`src/rtl/pipe_ctrl_if.sv`:
```
// Stall/exception bundle between the pipeline stages and pipe_ctrl.
// The stages act as master: they raise requests and obey the returned stall/flush controls.
interface pipe_ctrl_if #(
  parameter int CNT_W = 32
);
  logic              stallreq_if;
  logic              stallreq_id;
  logic              stallreq_ex;
  logic              stallreq_mem;
  logic              excp_req;
  logic [31:0]       excp_handler;
  logic [5:0]        stall;
  logic              flush;
  logic [31:0]       new_pc;
  logic              stall_timeout;
  logic [CNT_W-1:0]  stall_cycles;

  modport master (
    output stallreq_if, stallreq_id, stallreq_ex, stallreq_mem, excp_req, excp_handler,
    input  stall, flush, new_pc, stall_timeout, stall_cycles
  );

  modport slave (
    input  stallreq_if, stallreq_id, stallreq_ex, stallreq_mem, excp_req, excp_handler,
    output stall, flush, new_pc, stall_timeout, stall_cycles
  );
endinterface

```
`src/rtl/pipe_ctrl.sv`:
```
// Pipeline control sequencer: stall vector, exception freeze/flush/refill recovery,
// stall watchdog and saturating stall-cycle counter.
module pipe_ctrl #(
  parameter int STALL_LIMIT = 255,
  parameter int CNT_W       = 32
) (
  input  logic        clk,
  input  logic        rst,
  pipe_ctrl_if.slave  bus
);

  localparam int WD_W = $clog2(STALL_LIMIT + 1);
  localparam logic [WD_W-1:0] WD_LIM  = WD_W'(STALL_LIMIT);
  localparam logic [WD_W-1:0] WD_LAST = WD_W'(STALL_LIMIT - 1);

  localparam logic [1:0] ST_RUN    = 2'd0;
  localparam logic [1:0] ST_FLUSH  = 2'd1;
  localparam logic [1:0] ST_REFILL = 2'd2;

  logic [1:0]       state, state_nxt;
  logic [5:0]       req_map;
  logic [5:0]       stall_d;
  logic             freeze;
  logic             count_en;
  logic [WD_W-1:0]  wd_cnt;
  logic             flush_q;
  logic [31:0]      new_pc_q;
  logic             timeout_q;
  logic [CNT_W-1:0] cyc_q;

  // Highest requesting stage wins; it and everything upstream of it hold.
  // NOTE: every always_comb output gets a default first so no path leaves it unassigned (no latch).
  always_comb begin
    req_map = 6'b000000;
    if      (bus.stallreq_mem) req_map = 6'b011111;
    else if (bus.stallreq_ex)  req_map = 6'b001111;
    else if (bus.stallreq_id)  req_map = 6'b000111;
    else if (bus.stallreq_if)  req_map = 6'b000011;
  end

  assign freeze = (state == ST_RUN) && bus.excp_req;

  always_comb begin
    stall_d = 6'b000000;
    if (!rst) begin
      case (state)
        ST_RUN:    stall_d = freeze ? 6'b111111 : req_map;
        ST_REFILL: stall_d = req_map;
        default:   stall_d = 6'b000000;
      endcase
    end
  end

  // The freeze cycle is excluded: exception handling is not a request-driven stall.
  assign count_en = !freeze && (state != ST_FLUSH) && (req_map != 6'b000000);

  always_comb begin
    state_nxt = ST_RUN;
    case (state)
      ST_RUN:    state_nxt = freeze ? ST_FLUSH : ST_RUN;
      ST_FLUSH:  state_nxt = ST_REFILL;
      default:   state_nxt = ST_RUN;
    endcase
  end

  // NOTE: sequential state uses non-blocking assignments so every register samples pre-edge values.
  always_ff @(posedge clk) begin
    if (rst) begin
      state     <= ST_RUN;
      flush_q   <= 1'b0;
      new_pc_q  <= 32'h0;
      wd_cnt    <= '0;
      timeout_q <= 1'b0;
      cyc_q     <= '0;
    end else begin
      state   <= state_nxt;
      flush_q <= freeze;
      if (freeze) new_pc_q <= bus.excp_handler;

      if (count_en) begin
        if (wd_cnt != WD_LIM)   wd_cnt    <= wd_cnt + WD_W'(1);
        if (wd_cnt >= WD_LAST)  timeout_q <= 1'b1;
      end else if (!freeze) begin
        wd_cnt <= '0;
      end

      if (count_en && (cyc_q != {CNT_W{1'b1}})) cyc_q <= cyc_q + CNT_W'(1);
    end
  end

  assign bus.stall         = stall_d;
  assign bus.flush         = flush_q;
  assign bus.new_pc        = new_pc_q;
  assign bus.stall_timeout = timeout_q;
  assign bus.stall_cycles  = cyc_q;

endmodule

```
`src/flat_wrapper.sv`:
```
// flat-port wrapper written by rule: the top's interface ports become plain ports
module pipe_ctrl_flat 
#(
  parameter int STALL_LIMIT = 255,
  parameter int CNT_W       = 32
)
  (clk, rst, bus_stallreq_if, bus_stallreq_id, bus_stallreq_ex, bus_stallreq_mem, bus_excp_req, bus_excp_handler, bus_stall, bus_flush, bus_new_pc, bus_stall_timeout, bus_stall_cycles);
  pipe_ctrl_if #(.CNT_W(CNT_W)) bus_i ();
  input  logic clk;
  input  logic rst;
  input wire logic [$bits(bus_i.stallreq_if)-1:0] bus_stallreq_if;
  input wire logic [$bits(bus_i.stallreq_id)-1:0] bus_stallreq_id;
  input wire logic [$bits(bus_i.stallreq_ex)-1:0] bus_stallreq_ex;
  input wire logic [$bits(bus_i.stallreq_mem)-1:0] bus_stallreq_mem;
  input wire logic [$bits(bus_i.excp_req)-1:0] bus_excp_req;
  input wire logic [$bits(bus_i.excp_handler)-1:0] bus_excp_handler;
  output wire logic [$bits(bus_i.stall)-1:0] bus_stall;
  output wire logic [$bits(bus_i.flush)-1:0] bus_flush;
  output wire logic [$bits(bus_i.new_pc)-1:0] bus_new_pc;
  output wire logic [$bits(bus_i.stall_timeout)-1:0] bus_stall_timeout;
  output wire logic [$bits(bus_i.stall_cycles)-1:0] bus_stall_cycles;
  assign bus_i.stallreq_if = bus_stallreq_if;
  assign bus_i.stallreq_id = bus_stallreq_id;
  assign bus_i.stallreq_ex = bus_stallreq_ex;
  assign bus_i.stallreq_mem = bus_stallreq_mem;
  assign bus_i.excp_req = bus_excp_req;
  assign bus_i.excp_handler = bus_excp_handler;
  assign bus_stall = bus_i.stall;
  assign bus_flush = bus_i.flush;
  assign bus_new_pc = bus_i.new_pc;
  assign bus_stall_timeout = bus_i.stall_timeout;
  assign bus_stall_cycles = bus_i.stall_cycles;
  pipe_ctrl #(.STALL_LIMIT(STALL_LIMIT), .CNT_W(CNT_W)) u_core (.clk(clk), .rst(rst), .bus(bus_i));
endmodule
```
`config.mk`:
```
export PLATFORM = sky130hd
export DESIGN_NAME = pipe_ctrl_flat
export DESIGN_NICKNAME = d
export VERILOG_FILES = /design/src/rtl/pipe_ctrl_if.sv /design/src/rtl/pipe_ctrl.sv /design/src/flat_wrapper.sv
export SDC_FILE = /design/constraint.sdc
export NUM_CORES = 1
export LEC_CHECK = 0
export BUFFER_PORTS_ARGS = -buffer_cell sky130_fd_sc_hd__buf_2
export CAP_MARGIN = 20
export CORE_UTILIZATION = 45
export DETAILED_ROUTE_END_ITERATION = 8
export PLACE_DENSITY = 0.86
export SYNTH_ARGS = -nofsm -noshare
export SYNTH_HDL_FRONTEND = slang
export SYNTH_SLANG_ARGS = --single-unit
```
`constraint.sdc`:
```
create_clock -name clk -period 2.05 [get_ports clk]
set_clock_uncertainty 0.05 [all_clocks]
set_input_delay 0.1025 -clock clk [delete_from_list [all_inputs] [get_ports clk]]
set_output_delay 0.1025 -clock clk [all_outputs]
set_load 0.01 [all_outputs]
```
==> Word level (Yosys, flattened, before mapping) <==
Cells that the tools add are included.
{ "op_classes": {"add_sub_neg": 2, "bitwise_logic": 0, "div": 0, "muxes": 12, "multipliers": 0, "eq_ne": 7, "reduce_logical": 9, "shifts": 0, "magnitude_cmp": 1} }
{ "op_table": {"columns": ["operator", "n"], "rows": [
  ["$add A32 B1 Y32 const B", 1],
  ["$ne A32 B32 Y1 const B", 1],
  ["$mux W6", 5],
  ["$mux W8", 3],
  ["$pmux W6 S2", 1],
  ["$add A8 B1 Y8 const B", 1],
  ["$ge A8 B8 Y1 const B", 1],
  ["$ne A8 B8 Y1 const B", 1],
  ["$reduce_bool A6 Y1", 1],
  ["$logic_and A1 B1 Y1", 4],
  ["$ne A2 B2 Y1 const B", 2],
  ["$pmux W2 S2", 1],
  ["$reduce_and A2 Y1", 2],
  ["$eq A2 B1 Y1 const B", 1],
  ["$eq A2 B2 Y1 const B", 1],
  ["$logic_not A2 Y1", 1],
  ["$mux W2", 1],
  ["$ne A2 B1 Y1 const B", 1],
  ["$logic_not A1 Y1", 1],
  ["$mux W1", 1]
]} }
{ "word_totals": {"out_inout_bits": 72, "reg_bits": 76, "mem_count": 0, "wordCells": 37, "ramBits": 0, "romBits": 0, "latchBits": 0} }

==> Longest topological paths before layout <==
Gate-level depths: netlist of the first run.
{ "depth": {"ltp_word": 8, "depth_mapped": 7, "depth_no_buf": 6} }

==> Least setup slack after synthesis of the first run <==
No wires, ideal clock.
{ "synth_timing": {"kind": "reg-to-reg", "startpoint": "register u_core.state[0]", "endpoint": "register u_core.cyc_q[21], in the netlist u_core.bus.stall_cycles[21]", "n_path_buf": 1, "t_required_ns": 1.879, "setup_time_ns": 0.121, "stages_incl_launch_ff": 7, "arrival_ns": 1.811, "setup_slack_ns": 0.069, "cell_sequence": "dfxtp_1 -> buf_2 -> o21ba_2 -> nor4_4 -> nand2_1 -> nor4b_1 -> mux2_2"} }
{ "synth_between": {"elab_chain_cells": 6, "elab_cells_between_ends": 7} }
{ "synth_lines": {"columns": ["element", "line_no", "rtl"], "rows": [
  ["start: declaration", "pipe_ctrl.sv:20", "logic [1:0] state, state_nxt;"],
  ["start signal: assignment", "pipe_ctrl.sv:76", "state <= state_nxt;"],
  ["$logic_not A2 Y1", "pipe_ctrl.sv:41", "assign freeze = (state == ST_RUN) && bus.excp_req;"],
  ["$logic_and A1 B1 Y1", "pipe_ctrl.sv:41", null],
  ["$logic_not A1 Y1", "pipe_ctrl.sv:55", "assign count_en = !freeze && (state != ST_FLUSH) && (req_map != 6'b000000);"],
  ["$logic_and A1 B1 Y1 (*) (2 in series)", "pipe_ctrl.sv:55", null],
  ["$logic_and A1 B1 Y1 (*)", "pipe_ctrl.sv:87", "if (count_en && (cyc_q != {CNT_W{1'b1}})) cyc_q <= cyc_q + CNT_W'(1);"],
  ["end signal: assignment", "pipe_ctrl.sv:87", null],
  ["end: declaration", "pipe_ctrl.sv:29", "logic [CNT_W-1:0] cyc_q;"]
]} }
Mark *: on every way between the ends. The rest lies on a longest branch, timed or not.
A chain may end at the register's enable or synchronous reset.

==> Final worst setup path of the first run <==
{ "layout_timing": {"startpoint": "register u_core.cyc_q[6], in the netlist u_core.bus.stall_cycles[6]", "endpoint": "register u_core.cyc_q[21], in the netlist u_core.bus.stall_cycles[21]"} }
{ "layout_between": {"elab_chain_cells": 2, "elab_cells_between_ends": 3} }
{ "layout_lines": {"columns": ["element"], "rows": [
  ["branches (longest 2 deep; another with $add A32 B1 Y32)"]
]} }
Parallel ways; which one is timed is not known.

==> impl_metrics.env, run 1 <==
export IMPL_place_congestion=0.869
export IMPL_worstMarginPinSlew_ps=657
export IMPL_antenna_found_initial=0
export IMPL_die_area_mm2=0.00795
export IMPL_ir_drop_v=0.000467
export IMPL_hold_ws_ps=209
export IMPL_synth_seq_cells=75
export IMPL_slew_violations=0
export IMPL_grt_pass1_vias=3492
export IMPL_cts_path_max_buffers=2
export IMPL_clk_pin_slew_ps=90
export IMPL_routedWlPerCell_um=15.8
export IMPL_synthFlopType="dfxtp_1"
export IMPL_crit_chain="and4_1 > nand4_1 > nor3_1 > buf_4 > nor4b_2 > mux2_2"
export IMPL_pre_cts_ws_ps=30.0
export IMPL_crit_slowest_cell="dfxtp_1"
export IMPL_h_tree_depth=3
export IMPL_power_density_mw_per_mm2=635
export IMPL_cp_data_arrival_time_ps=2210
export IMPL_multiInputGateArea_mm2=0.00184
export IMPL_cts_tree="built"
export IMPL_port_buffers=110
export IMPL_synth_seq_area_share_pct=43.9
export IMPL_seqCellArea_mm2=0.00151
export IMPL_ff2ff_path_depth=6
export IMPL_synthArstFlopShare_pct=0
export IMPL_grt_max_degree=34
export IMPL_setup_violations=0
export IMPL_rr_endpoint="u_core.bus.stall_cycles[21]"
export IMPL_dr_total_vias=3795
export IMPL_fp_coreArea_mm2=0.00729
export IMPL_rsz0062_at_grt="yes"
export IMPL_min_path_type="input port to flop"
export IMPL_rows=31
export IMPL_io_pins=111
export IMPL_hold_viol=0
export IMPL_antennaDiodeCount=0
export IMPL_finalCritPeriodShare_pct=98.3
export IMPL_cts_root_buf="clkbuf_8"
export IMPL_via_per_inst=5.64
export IMPL_post_cts_buffers=0
export IMPL_startpoint="u_core.bus.stall_cycles[6]"
export IMPL_antenna_left=0
export IMPL_nets=611
export IMPL_place_hpwl_um=6780
export IMPL_worstHoldPathCells=2
export IMPL_cpPeakStageDelay_ps=440
export IMPL_die_x_um=89.2
export IMPL_clock_latency_ps=350
export IMPL_slew_headroom_pct=56.2
export IMPL_r2r_slack_ps=40
export IMPL_syn_area_per_cell_um2=8.28
export IMPL_critPathLaunchType="flop"
export IMPL_worst_slack_ps=35.2
export IMPL_maxCapViolCount=0
export IMPL_drc=0
export IMPL_grt_pass1_wl_um=16200
export IMPL_worstSetupEndpoint="u_core.bus.stall_cycles[21]"
export IMPL_power_static_leakage_nw=1.99
export IMPL_wl_um=10700
export IMPL_grt_use_total_pct=26.5
export IMPL_path_class="flop to flop"
export IMPL_rr_startpoint="u_core.bus.stall_cycles[6]"
export IMPL_fmax_mhz=496
export IMPL_outcome="complete, no violations"
export IMPL_drive_gt1_share_pct=31.7
export IMPL_first_pass_iters=5
export IMPL_syn_inst=413
export IMPL_min_period_ps=2010
export IMPL_drt_first_iter_violations=208
export IMPL_ys_warn_count=0
export IMPL_grt_overflow=0
export IMPL_start_util_pct=46.9
export IMPL_synth_enable_flop_cells=0
export IMPL_fill_cells=601
export IMPL_clock_sinks=75
export IMPL_cp_required_ps=2250
export IMPL_crit_path_max_fanout=21
export IMPL_cts_buffers=9
export IMPL_synthToLayoutAreaGrowth_pct=38.5
export IMPL_critPathCaptureType="flop"
export IMPL_fp_dieH_um=89.2
export IMPL_synth_fp_nets=455
export IMPL_synth_area_mm2=0.00342
export IMPL_ys_types=55
==> Yosys cell counts (all sizes together), types with 2 or more instances <==
cell type,n,area [um^2]
a31oi,2,12.5
buf,5,28.8
clkbuf,15,58.8
ha,3,37.5
nand4,13,87.6
nor2,29,111
nor4b,2,23.8
or3,8,55.1
xor2,5,43.8
inv,6,22.5
nand2,82,313
and4,8,73.8
a211oi,3,22.5
nor3b,2,15.0
and2,2,12.5
nor2b,5,31.3
nor3,6,30.0
o21ai,9,45.0
and3,7,46.3
nand3,15,75.1
mux2,5,56.3
o311ai,2,17.5
o31ai,10,75.1
or4,11,82.6
xnor2,5,43.8
a21oi,55,275
dfxtp,75,1500
nor4,7,65.1
nand2b,3,18.8
==> per-stage QoR <==
stage	setup TNS, ps	cells	cell area (um^2)	util [%]	total power [mW]
3_5_place_dp	0	625	4180	57.3	1.91
6_report	0	673	4740	64.9	3.01
2_1_floorplan	0	413	3420	-	1.75
4_1_cts	0	673	4690	64.3	3.00
3_3_place_gp	0	625	4180	57.3	1.89
5_1_grt	-848	673	4740	64.9	3.12
==> critical path: cells and delay by family (launching register included) <==
kind / cells / cell delay, ps
buffers and inverters: 1 / 290
DFF: 1 / 440
muxes: 1 / 270
and+or+nand+nor: 4 / 840
==> metal layers <==
layer	wire [um]	track usage, %	vias up	share of wire, %
met1	4240	31.7	1762	40
met3	918	7.20	23	8.6
met5	0	0	-	0
li1	-	-	1802	-
met4	232	10.8	0	2.2
met2	5260	45.0	208	49
==> worst min-delay path by stage <==
| stage | from | to | slack, ps |
|---|---|---|---|
| 2_1_floorplan | bus_excp_handler[0] | u_core.bus.new_pc[0] | 190 |
| 3_3_place_gp | bus_excp_handler[23] | u_core.bus.new_pc[23] | 290 |
| 3_5_place_dp | bus_excp_handler[27] | u_core.bus.new_pc[27] | 300 |
| 4_1_cts | rst | u_core.bus.stall_cycles[28] | 200 |
| 5_1_grt | rst | u_core.bus.stall_cycles[28] | 240 |
| 6_report | rst | u_core.bus.stall_cycles[28] | 210 |
==> flip-flops by register name, summed over array words and instances, names as in the netlist <==
signal,flops
u_core.bus.stall_cycles,32
u_core.state,2
u_core.bus.stall_timeout,1
u_core.wd_cnt,8
u_core.bus.new_pc,32
==> cell usage in the layout, fill, tap and decap left out, drive strengths merged, types with 9 or more instances in the layout <==
master and instances:
nand3 15, dfxtp 75, nand4 13, a21oi 55, nor2 29, buf 134, inv 9, or4 11
o21ai 9, nand2 82, dlygate4sd3 32, clkbuf 9, o31ai 10
==> layout make-up <==
class                   count  area share, %
clock buffers               9           2.62
clock inverters             7           1.27
inverters                   6          0.476
multi-input cells         311           38.9
flip-flops and latches     75           31.8
well taps                  99           2.62
repair buffers            166           22.3
==> power by group <==
part           switching [mW]  internal [mW]
Clock                   0.610          0.457
Combinational           0.217          0.184
Sequential             0.0330           1.51
Total                   0.860           2.15
==> repair_timing <==
item                                   4_1_cts  5_1_grt
gates resized for setup                      1       12
pin swaps                                    0        3
hold buffers                                32        0
endpoints found under the hold margin       32        0
setup endpoints to repair                    1        9
==> cells by family (layout without fill, tap and decap cells) <==
logic type | after synthesis | in the layout | share of synthesized area (%)
adders and majority gates | 3 | 3 | 1.10
and+or+nand+nor | 201 | 201 | 30.7
xor gates and xnor gates | 10 | 10 | 2.56
DFF | 75 | 75 | 43.9
buffers and inverters | 27 | 188 | 3.51
muxes | 6 | 6 | 1.94
AOI/OAI and AO/OA | 91 | 91 | 16.3
No activity file was read; power rests on OpenSTA's default activity.
==> run 2, diff against run 1 <==
--- a/config.mk
+++ b/config.mk
@@ -5,11 +5,12 @@
 export SDC_FILE = /design/constraint.sdc
 export NUM_CORES = 1
 export LEC_CHECK = 0
+export ABC_AREA = 1
 export BUFFER_PORTS_ARGS = -buffer_cell sky130_fd_sc_hd__buf_2
 export CAP_MARGIN = 20
 export CORE_UTILIZATION = 45
 export DETAILED_ROUTE_END_ITERATION = 8
-export PLACE_DENSITY = 0.86
+export PLACE_DENSITY = 0.84
 export SYNTH_ARGS = -nofsm -noshare
 export SYNTH_HDL_FRONTEND = slang
 export SYNTH_SLANG_ARGS = --single-unit
==> run 2 against run 1 <==
Effect of this change:
- utilization shrank 3.4 points
- largest power group unchanged
- sequential cell count is the same
- cell count grew 25%
- largest cell class unchanged
==> impl_metrics.env, run 2 <==
export IMPL_yosysTopAreaCell="dfxtp_1"
export IMPL_synthAdderAreaFrac_pct=0.964
export IMPL_clock_latency_ps=350
export IMPL_synth_most_common_cell="nand2_1"
export IMPL_h_tree_depth=3
export IMPL_ys_types=25
export IMPL_cts_path_max_buffers=2
export IMPL_synth_mux_area_share_pct=0
export IMPL_outcome="complete, no violations"
export IMPL_drt_first_iter_violations=245
export IMPL_ir_drop_v=0.000406
export IMPL_antenna_left=0
export IMPL_synthToLayoutAreaGrowth_pct=31.3
export IMPL_fmax_mhz=505
export IMPL_layout_common_cells="nand2_1, nor2_1, buf_2"
export IMPL_dr_total_vias=4226
export IMPL_nets=776
export IMPL_setup_violations=0
export IMPL_hold_viol=0
export IMPL_crit_path_max_fanout=12
export IMPL_ff2ff_path_depth=10
export IMPL_worstHoldPathCells=3
export IMPL_post_cts_buffers=0
export IMPL_finalNonFillerCells=844
export IMPL_grt_overflow=0
export IMPL_dp_cells=797
export IMPL_synth_enable_flop_cells=0
export IMPL_clock_sinks=75
export IMPL_place_hpwl_um=7500
export IMPL_critPathLaunchType="flop"
export IMPL_drc=0
export IMPL_port_buffers=110
export IMPL_cts_root_buf="clkbuf_8"
export IMPL_met1_length_um=4640
export IMPL_cts_tree="built"
export IMPL_rr_startpoint="u_core.bus.stall_cycles[0]"
export IMPL_dr_max_layer_used="met4"
export IMPL_antennaDiodeCount=0
export IMPL_wl_um=11100
export IMPL_synth_fp_nets=627
export IMPL_finalCritPeriodShare_pct=96.6
export IMPL_maxCapViolCount=0
export IMPL_routedWlPerCell_um=13.1
export IMPL_r2r_slack_ps=70
export IMPL_hp_start="bus_excp_handler[27]"
export IMPL_synth_seq_area_share_pct=38.6
export IMPL_whs_endpoint="u_core.bus.new_pc[27]"
export IMPL_total_power_mw=3.31
export IMPL_place_congestion=0.948
export IMPL_min_period_ps=1980
export IMPL_wl_met3_um=771
export IMPL_via_per_inst=5.01
export IMPL_synthArstFlopShare_pct=0
export IMPL_start_util_pct=46.9
export IMPL_slew_headroom_pct=69.0
export IMPL_rr_endpoint="u_core.bus.stall_cycles[8]"
export IMPL_clk_pin_slew_ps=80
export IMPL_worstMarginPinSlew_ps=465
export IMPL_die_area_mm2=0.00903
export IMPL_cp_data_arrival_time_ps=2210
export IMPL_synth_seq_cells=75
export IMPL_rows=33
export IMPL_grt_max_degree=44
export IMPL_final_common_cell="nand2_1"
export IMPL_power_density_mw_per_mm2=648
export IMPL_path_class="flop to flop"
export IMPL_fp_coreArea_mm2=0.00830
export IMPL_synthXorXnorAreaFrac_pct=3.15
export IMPL_grt_pass1_wl_um=18000
export IMPL_synth_area_mm2=0.00389
export IMPL_grt_pass1_vias=3970
export IMPL_netlist_top_cells_count="nand2_1, nor2_1, dfxtp_1"
export IMPL_ys_warn_count=0
export IMPL_syn_area_per_cell_um2=6.65
export IMPL_synthSimpleGateAreaFrac_pct=38.1
export IMPL_critPathCaptureType="flop"
export IMPL_die_x_um=95.0
export IMPL_synthFlopType="dfxtp_1"
export IMPL_slew_violations=0
export IMPL_fp_dieH_um=95.0
export IMPL_synth_top_family_by_area="simple AND/OR/NAND/NOR gates"
export IMPL_cts_buffers=9
export IMPL_syn_inst=585
export IMPL_rsz0062_at_grt="yes"
export IMPL_min_path_type="input port to flop"
export IMPL_io_pins=111
export IMPL_antenna_found_initial=0
export IMPL_netlist_area_leader_share_pct=38.6
export IMPL_grt_use_total_pct=25.5
export IMPL_first_pass_iters=4
export IMPL_drive_gt1_share_pct=25.7
export IMPL_cp_required_ps=2280
export IMPL_final_util_pct=61.6
export IMPL_synth_compound_area_share_pct=11.7
export IMPL_power_static_leakage_nw=2.22
export IMPL_wl_met2_um=5360
export IMPL_synth_area_leaders="dfxtp_1, nand2_1, nor2_1, o21ai_0, a21oi_2"
run 2: critical path: stages, from the launching register on:
cell and delay [ps]:
dfxtp_1 380, ha_1 220, inv_1 100, nor2_4 180, nand2_4 90, nor2_4 170, nand2_4 110, nand2_4 160
buf_4 220, nand2_1 90, a21oi_2 140
run 2: logic make-up (layout without fill, tap and decap cells):
family | after synthesis | after routing
XOR/XNOR | 14 | 14
adder cells (fa/ha/maj) | 3 | 3
flip-flops | 75 | 75
buffers and inverters | 63 | 217
AO/OA/AOI/OAI | 76 | 76
AND/OR/NAND/NOR | 354 | 354
run 2: worst max-delay path by stage:
| stage | start | endpoint | slack, ps | depth (start not counted) |
|---|---|---|---|---|
| final | u_core.bus.stall_cycles[0] | u_core.bus.stall_cycles[8] | 70 | 10 |
| after CTS | u_core.bus.stall_cycles[0] | u_core.bus.stall_cycles[25] | 40 | 10 |
| after global placement | u_core.bus.stall_cycles[0] | u_core.bus.stall_cycles[31] | 240 | 10 |
| after floorplan | u_core.bus.stall_cycles[0] | u_core.bus.stall_cycles[16] | 230 | 11 |
| after global routing | u_core.bus.stall_cycles[0] | u_core.bus.stall_cycles[16] | -20 | 10 |
| after detailed placement | u_core.bus.stall_cycles[0] | u_core.bus.stall_cycles[25] | 90 | 10 |
run 2: stage by stage:
stage	setup TNS (ps)	cell area [um^2]	setup slack (ps)	hold WS, ps
finish	0	5110	69.3	29.5
global route	-54.1	5110	-15.0	32.2
CTS	0	5110	36.1	10.6
detailed placement	0	4580	87.6	307
global placement	0	4580	237	301
floorplan	0	3890	226	219
run 2: final cells by class:
class	instances	area (um^2)
Fill cell	724	3190
Multi-Input combinational cell	447	2100
Sequential cell	75	1500
Timing Repair Buffer	159	996
Inverter	42	160
Tap cell	105	131
Clock buffer	9	124
Clock inverter	7	97.6
run 2: power breakdown:
group,internal [mW],leakage (nW),switching [mW]
combinational,0.189,1.50,0.272
sequential,1.52,0.613,0.0412
clock,0.692,0.106,0.596
run 2: routing by layer:
layer / vias to the layer above / GRT usage [%]
li1: 2131 / -
met4: 0 / 11.9
met5: - / 0
met3: 22 / 5.96
met1: 1905 / 29.5
met2: 168 / 44.2
run 2: repair_timing:
action / 4_1_cts / 5_1_grt
gates resized for setup: 0 / 2
endpoints found under the setup margin: 0 / 23
hold endpoints to repair: 31 / 0
hold buffers: 31 / 0
